File: src/rtl/chol_div_seq.sv
// chol_div_seq: sequences one Cholesky column through an external pipelined
// divider (chol_div). Each element of the column is divided by the diagonal
// value L_jj. Quotients are returned in issue order with their element index.
//
// Ports:
//   clk, rst                 clock, asynchronous active-high reset
//   clken                    global clock enable; all state freezes when low
//   start, diag, n_elems     begin a column (divisor in 16.16, elements-1)
//   elem_valid/data/ready    dividend stream in
//   div_*                    connections to the external chol_div divider
//   q_valid/data/index       quotient stream out (one cycle after div_out)
//   busy, done, err          status
//
// Optional feature: define CHOL_DIV_ZERO_CHECK_EN to flag diag==0 at start
// (sticky err) and force every quotient of that column to 32'h7FFFFFFF.
module chol_div_seq #(
    parameter int DIV_LATENCY = 36,
    parameter int IDX_W       = 4
) (
    input  logic             clk,
    input  logic             rst,
    input  logic             clken,
    input  logic             start,
    input  logic [31:0]      diag,
    input  logic [IDX_W-1:0] n_elems,
    input  logic             elem_valid,
    input  logic [31:0]      elem_data,
    output logic             elem_ready,
    output logic             div_divisor_valid,
    output logic [31:0]      div_divisor,
    output logic             div_dividend_valid,
    output logic [31:0]      div_dividend,
    input  logic [31:0]      div_out,
    output logic             q_valid,
    output logic [31:0]      q_data,
    output logic [IDX_W-1:0] q_index,
    output logic             busy,
    output logic             done,
    output logic             err
);

    typedef enum logic [1:0] {IDLE, ISSUE, DRAIN, DONE} state_t;

    localparam logic [IDX_W-1:0] IDX_ONE = {{(IDX_W-1){1'b0}}, 1'b1};
    localparam logic [IDX_W:0]   RET_ONE = {{IDX_W{1'b0}}, 1'b1};

    state_t                 state_q, state_d;
    logic [31:0]            diag_q, diag_d;
    logic [IDX_W-1:0]       n_q, n_d;
    logic [IDX_W-1:0]       issue_cnt_q, issue_cnt_d;
    logic [IDX_W:0]         ret_cnt_q, ret_cnt_d;
    logic [DIV_LATENCY-1:0] vld_sr_q, vld_sr_d;
    logic [IDX_W-1:0]       idx_sr_q [DIV_LATENCY];
    logic [IDX_W-1:0]       idx_sr_d [DIV_LATENCY];
    logic                   q_valid_q, q_valid_d;
    logic [31:0]            q_data_q, q_data_d;
    logic [IDX_W-1:0]       q_index_q, q_index_d;
    logic                   busy_q, busy_d;
    logic                   done_q, done_d;
    logic                   err_q, err_d;
    logic                   hs_s;
    logic                   tail_s;

    // Ready is gated by clken so a source never sees a transfer that the
    // frozen state machine would not record.
    assign elem_ready         = (state_q == ISSUE) && clken;
    assign hs_s               = elem_valid && elem_ready;
    assign div_dividend_valid = hs_s;
    assign div_divisor_valid  = hs_s;
    assign div_dividend       = hs_s ? elem_data : 32'h0000_0000;
    assign div_divisor        = hs_s ? diag_q : 32'h0000_0000;
    assign tail_s             = vld_sr_q[DIV_LATENCY-1];

    assign q_valid = q_valid_q;
    assign q_data  = q_data_q;
    assign q_index = q_index_q;
    assign busy    = busy_q;
    assign done    = done_q;
    assign err     = err_q;

    // Next-state, counters, in-flight tracking and output staging.
    always_comb begin
        state_d     = state_q;
        diag_d      = diag_q;
        n_d         = n_q;
        issue_cnt_d = issue_cnt_q;
        ret_cnt_d   = ret_cnt_q;
        err_d       = err_q;

        // Valid/index pipelines mirror the divider so the tail lines up with div_out.
        vld_sr_d[0] = hs_s;
        idx_sr_d[0] = issue_cnt_q;
        for (int i = 1; i < DIV_LATENCY; i++) begin
            vld_sr_d[i] = vld_sr_q[i-1];
            idx_sr_d[i] = idx_sr_q[i-1];
        end

        if (hs_s) begin
            issue_cnt_d = issue_cnt_q + IDX_ONE;
        end else begin
            issue_cnt_d = issue_cnt_q;
        end

        // Results can return while still issuing when elem_valid has long gaps.
        if (tail_s) begin
            ret_cnt_d = ret_cnt_q + RET_ONE;
        end else begin
            ret_cnt_d = ret_cnt_q;
        end

        case (state_q)
            IDLE: begin
                if (start) begin
                    diag_d      = diag;
                    n_d         = n_elems;
                    issue_cnt_d = '0;
                    ret_cnt_d   = '0;
`ifdef CHOL_DIV_ZERO_CHECK_EN
                    err_d       = (diag == 32'h0000_0000);
`else
                    err_d       = 1'b0;
`endif
                    state_d     = ISSUE;
                end else begin
                    state_d = IDLE;
                end
            end
            ISSUE: begin
                if (hs_s && (issue_cnt_q == n_q)) begin
                    state_d = DRAIN;
                end else begin
                    state_d = ISSUE;
                end
            end
            DRAIN: begin
                if (ret_cnt_q == ({1'b0, n_q} + RET_ONE)) begin
                    state_d = DONE;
                end else begin
                    state_d = DRAIN;
                end
            end
            DONE: begin
                state_d = IDLE;
            end
            default: begin
                state_d = IDLE;
            end
        endcase

        q_valid_d = tail_s;
        if (tail_s) begin
            q_index_d = idx_sr_q[DIV_LATENCY-1];
`ifdef CHOL_DIV_ZERO_CHECK_EN
            q_data_d  = err_q ? 32'h7FFF_FFFF : div_out;
`else
            q_data_d  = div_out;
`endif
        end else begin
            q_index_d = '0;
            q_data_d  = 32'h0000_0000;
        end

        busy_d = (state_d != IDLE);
        done_d = (state_d == DONE);
    end

    // State register; everything advances only on clken.
    always_ff @(posedge clk or posedge rst) begin
        if (rst) begin
            state_q     <= IDLE;
            diag_q      <= 32'h0000_0000;
            n_q         <= '0;
            issue_cnt_q <= '0;
            ret_cnt_q   <= '0;
            vld_sr_q    <= '0;
            for (int i = 0; i < DIV_LATENCY; i++) begin
                idx_sr_q[i] <= '0;
            end
            q_valid_q   <= 1'b0;
            q_data_q    <= 32'h0000_0000;
            q_index_q   <= '0;
            busy_q      <= 1'b0;
            done_q      <= 1'b0;
            err_q       <= 1'b0;
        end else if (clken) begin
            state_q     <= state_d;
            diag_q      <= diag_d;
            n_q         <= n_d;
            issue_cnt_q <= issue_cnt_d;
            ret_cnt_q   <= ret_cnt_d;
            vld_sr_q    <= vld_sr_d;
            for (int i = 0; i < DIV_LATENCY; i++) begin
                idx_sr_q[i] <= idx_sr_d[i];
            end
            q_valid_q   <= q_valid_d;
            q_data_q    <= q_data_d;
            q_index_q   <= q_index_d;
            busy_q      <= busy_d;
            done_q      <= done_d;
            err_q       <= err_d;
        end
    end

endmodule

File: config.mk
export PLATFORM = sky130hd
export DESIGN_NAME = chol_div_seq
export DESIGN_NICKNAME = d
export VERILOG_FILES = /design/src/rtl/chol_div_seq.sv
export SDC_FILE = /design/constraint.sdc
export NUM_CORES = 1
export LEC_CHECK = 0
export CORE_ASPECT_RATIO = 0.7
export CORE_MARGIN = 5
export CORE_UTILIZATION = 39
export CTS_BUF_LIST = sky130_fd_sc_hd__clkbuf_16
export CTS_CLUSTER_SIZE = 28
export DETAILED_ROUTE_END_ITERATION = 8
export SYNTH_ARGS = -nofsm -noshare
export SYNTH_HDL_FRONTEND = slang
export SYNTH_SLANG_ARGS = --single-unit
File: constraint.sdc
create_clock -name clk -period 11.9 [get_ports clk]
set_input_delay 1.785 -clock clk [delete_from_list [all_inputs] [get_ports clk]]
set_output_delay 1.785 -clock clk [all_outputs]
set_load 0.1 [all_outputs]
== Word-level counts from Yosys, hierarchy flattened ==
Cells that the tools add are included.
Word-level totals
  register bits: 266
  latch bits: 0
  bits in writable memories: 0
  ROM bits: 0
  input bits: 105
  output and inout port bits: 107
  logic and storage cells: 76
  memories kept: 0
Cells by class
  add/subtract/negate cells: 3
  multiply operators: 0
  div/mod/pow operators: 0
  $lt $le $gt $ge: 0
  equality and inequality tests: 6
  shift operators: 0
  muxes and demuxes: 14
  bitwise operators: 0
  reduce and logical (&&, ||, !) cells: 6
Operator list (count)
  $mux 32: 3
  $mux 4: 4
  $mux 5: 3
  $pmux 2 s4: 1
  $eq 2x2->1 const B: 3
  $add 4x1->5 const B: 1
  $add 5x1->5 const B: 1
  $eq 5x5->1: 1
  $add 4x1->4 const B: 1
  $eq 4x4->1: 1
  $logic_and 1x1->1: 3
  $reduce_and 3->1: 1
  $eq 2x1->1 const B: 1
  $logic_not 2->1: 1
  $mux 1: 2
  $mux 2: 1
  $reduce_bool 2->1: 1

== Logic depth before layout (Yosys ltp) ==
  depth after elaboration: 7
  mapped depth: 8
  depth with buffers taken out: 6

== Least setup slack after synthesis ==
Ideal clock, no wire load.
  path type: in2out
  start: input port clken
  end: output port div_divisor[22]
  data arrival time: 4.104 ns
  required time: 10.115 ns
  slack: 6.011 ns
  cell stages on the path: 6
  buffers on the path: 2
  cell sequence: buf_6 nor2b_4 nand3_2 inv_2 clkbuf_1 and2_1
On the way
  cells in the longest elaborated chain, start to end: 3
RTL lines
  start: declaration: line 22  | input logic clken,
  $logic_and 1x1->1: line 66  | assign elem_ready = (state_q == ISSUE) && clken;
  $logic_and 1x1->1: line 67  | assign hs_s = elem_valid && elem_ready;
  named net div_dividend_valid: line 31  | output logic div_dividend_valid,
  $mux 32: line 71  | assign div_divisor = hs_s ? diag_q : 32'h0000_0000;
  end: declaration: line 30  | output logic [31:0] div_divisor,
The timed path passes the listed nets, and every way through them passes these cells.

== Worst setup path in the final report ==
  start: input port clken
  end: output port div_divisor[28]
On the way
  cells in the longest elaborated chain, start to end: 3
RTL lines (line)
  $logic_and 1x1->1: 66
  $logic_and 1x1->1: 67
  $mux 32: 71
No other way between the ends.

==> qor.yml <==
status:
  status: "finished clean"
global_routing:
  grt-ovfl-total: 0
  grt_max_degree: 129
  grt_usage_pct: 13.3
  grt_pass1_wl_um: 35000
  first_global_vias: 6410
  antenna_found_initial: 0
timing:
  worst_pin_slew_ns: 1.05
  timing.fmax_mhz: 153
  hold_ws_ns: 0.482
  hold_viol: 0
  setup-tns-final_ns: 0
  slew_viol_final: 0
  rsz0062_at_grt: "false"
  fin_crit_ns: 6.54
  layout_worst_path_cycle_share_pct: 54.9
  setup_viol: 0
  finClkSkew_ns: 0.0127
  slew_headroom_pct: 30.1
cts:
  clk_latency_ns: 0.53
  cts.sink_count: 266
  root_buffer: "clkbuf_16"
  cts.clk_slew.worst_paths_ns: 0.06
  cts_post_setup_buffers_inserted: 0
  cts_resized: 0
  cts_tree: "yes"
  cts_buffer_depth: 3
  htreeDepth: 1
  hold_buffers: 0
  numCtsBuffers: 27
worst_setup_path:
  crit_path_max_fanout: 86
  required_ns: 10.12
  critical_path_class: "in2out"
  endpoint_kind: "primary output"
  arrival_ns: 4.75
  worst_setup_path_start_kind: "primary input"
power_and_ir_drop:
  irDropWorstVdd_uv: 136
  p_leak_nw: 6.36
  power_density_nw_per_um2: 211
drt:
  drt_first_iter_violations: 266
  avgViaCountPerCell: 4.53
  routed_wl_um: 20700
  first_pass_iters: 4
  route.detailed.drc: 0
  vias: 6115
  routedWlPerCell_um: 15.3
  final_antenna_net_count: 0
floorplan:
  chipHeight_um: 149
  die_area_um2: 31100
  core_um2: 27000
  start_util_pct: 39.9
  ioPinCount: 212
  placementRows: 50
  dieWidth_um: 209
logic_synthesis:
  ys_warn_count: 0
  synth-seq-area-share_pct: 61.8
  synthTopCellsByArea: "dfrtp_1, mux2_2, mux2_4"
  synthesis.nets: 876
  syn-cell-area_um2: 10800
  synth.avg_cell_area_um2: 14.0
  yosysTopAreaCellShare_pct: 61.8
  synth-seq-cells: 266
  syn_inst: 768
  yosys.area.top_type: "dfrtp_1"
  synth_cell_types: 29
finish:
  fin_nets: 1076
  diodes: 0
  drive_gt1_share_pct: 26.8
  area_growth_pct: 30.0
place:
  dp_hpwl_um: 13400
  port_buffers: 210
  gp_congestion: 0.731
flow_run:
  cap_violations: 0
hold_path:
  hold_class: "reg2reg"
[placed cells by master, fill, tap and decap left out, drive strengths merged]
cell type,count
a21oi,4
or3,1
buf,6
o32a,1
nand4,6
clkdlybuf4s50,209
and3b,2
o21ai,39
nor2b,1
o22ai,1
and2,66
clkinv,10
mux2,216
ha,3
nor2,15
xor2,6
inv,48
xnor2,10
nand3,2
dfrtp,266
nand2,40
a31oi,1
clkbuf,28
bufinv,4
mux2i,1
conb,1
[power breakdown]
group	internal [mW]	leakage (nW)	total (mW)	switching [mW]
clock network	0.498	0.456	0.835	0.337
logic	0.367	2.40	0.810	0.443
registers	1.16	3.51	1.30	0.144
[flip-flops by register name, summed over array words and instances, names as in the netlist]
signal	cells
busy	1
n_q	4
idx_sr_d	140
q_index	4
vld_sr_q	36
q_valid	1
idx_sr_q	4
issue_cnt_q	4
ret_cnt_q	5
q_data	32
state_q	2
diag_q	32
done	1
[cell type report]
cell class / count / area [um^2]
repair buffers: 216 / 2150
multi-input cells: 416 / 3690
clock inverters: 21 / 205
fillers: 2312 / 13000
well taps: 364 / 455
flip-flops and latches: 266 / 6660
clock buffers: 27 / 676
inverters: 41 / 161
[critical path, stage by stage]
cell             delay [ns]
clkbuf_8               0.44
nor2b_4                0.28
nand3_2                0.12
inv_2                  0.65
and2_1                 0.25
clkdlybuf4s50_1        1.14
[logic make-up (layout without fill, tap and decap cells)]
kind of cell,Yosys count,count (layout),synth area share (%)
AOI/OAI and AO/OA,46,46,2.22
xor gates and xnor gates,16,16,1.30
adders and majority gates,3,3,0.349
buffers and inverters,86,305,3.88
DFF,266,266,61.8
muxes,217,217,23.8
other,1,1,0.0348
and+or+nand+nor,133,133,6.59
[worst paths after layout]
kind | from | to | slack (ns) | depth (start not counted)
max | clken | div_divisor[28] | 5.36 | 6
max in group asynchronous | rst | idx_sr_d[83] | 8.61 | 3
min in group asynchronous | rst | diag_q[15] | 1.85 | 2
min | idx_sr_q[3] | q_index[3] | 0.48 | 2
min reg2reg | idx_sr_q[3] | q_index[3] | 0.48 | 2
max reg2reg | state_q[1] | diag_q[26] | 9.83 | 4
[stage by stage]
step	util (%)	power (mW)	instances	area (um^2)	setup slack, ns
2_1_floorplan	-	1.94	768	10800	2.79
3_3_place_gp	48.6	2.12	1303	13100	5.36
3_5_place_dp	48.6	2.14	1303	13100	5.32
4_1_cts	51.9	3.00	1351	14000	5.31
5_1_grt	51.9	3.11	1351	14000	5.10
6_report	51.9	2.95	1351	14000	5.36
[metal layers]
layer,GRT usage (%),vias to the layer above,wire length (um)
met5,0,-,0
met4,2.48,0,284
met3,3.26,25,981
met2,19.4,109,8480
met1,20.5,3011,10900
li1,-,2970,-
[synth_stat cells]
cell type    n
dfrtp_1    266
mux2_2     185
and2_1      66
inv_1       40
nand2_1     40
o21ai_0     39
mux2_4      31
buf_2       21
nor2_1      15
clkbuf_1    13
xnor2_1     10
buf_6        8
nand4_1      6
xor2_1       6
a21oi_1      4
ha_1         3
and3b_1      2
buf_4        2
a31oi_1      1
clkbuf_2     1
conb_1       1
inv_2        1
mux2i_1      1
nand3_1      1
nand3_2      1
nor2b_4      1
o22ai_1      1
o32a_2       1
or3_1        1
No activity file was read; power rests on OpenSTA's default activity.
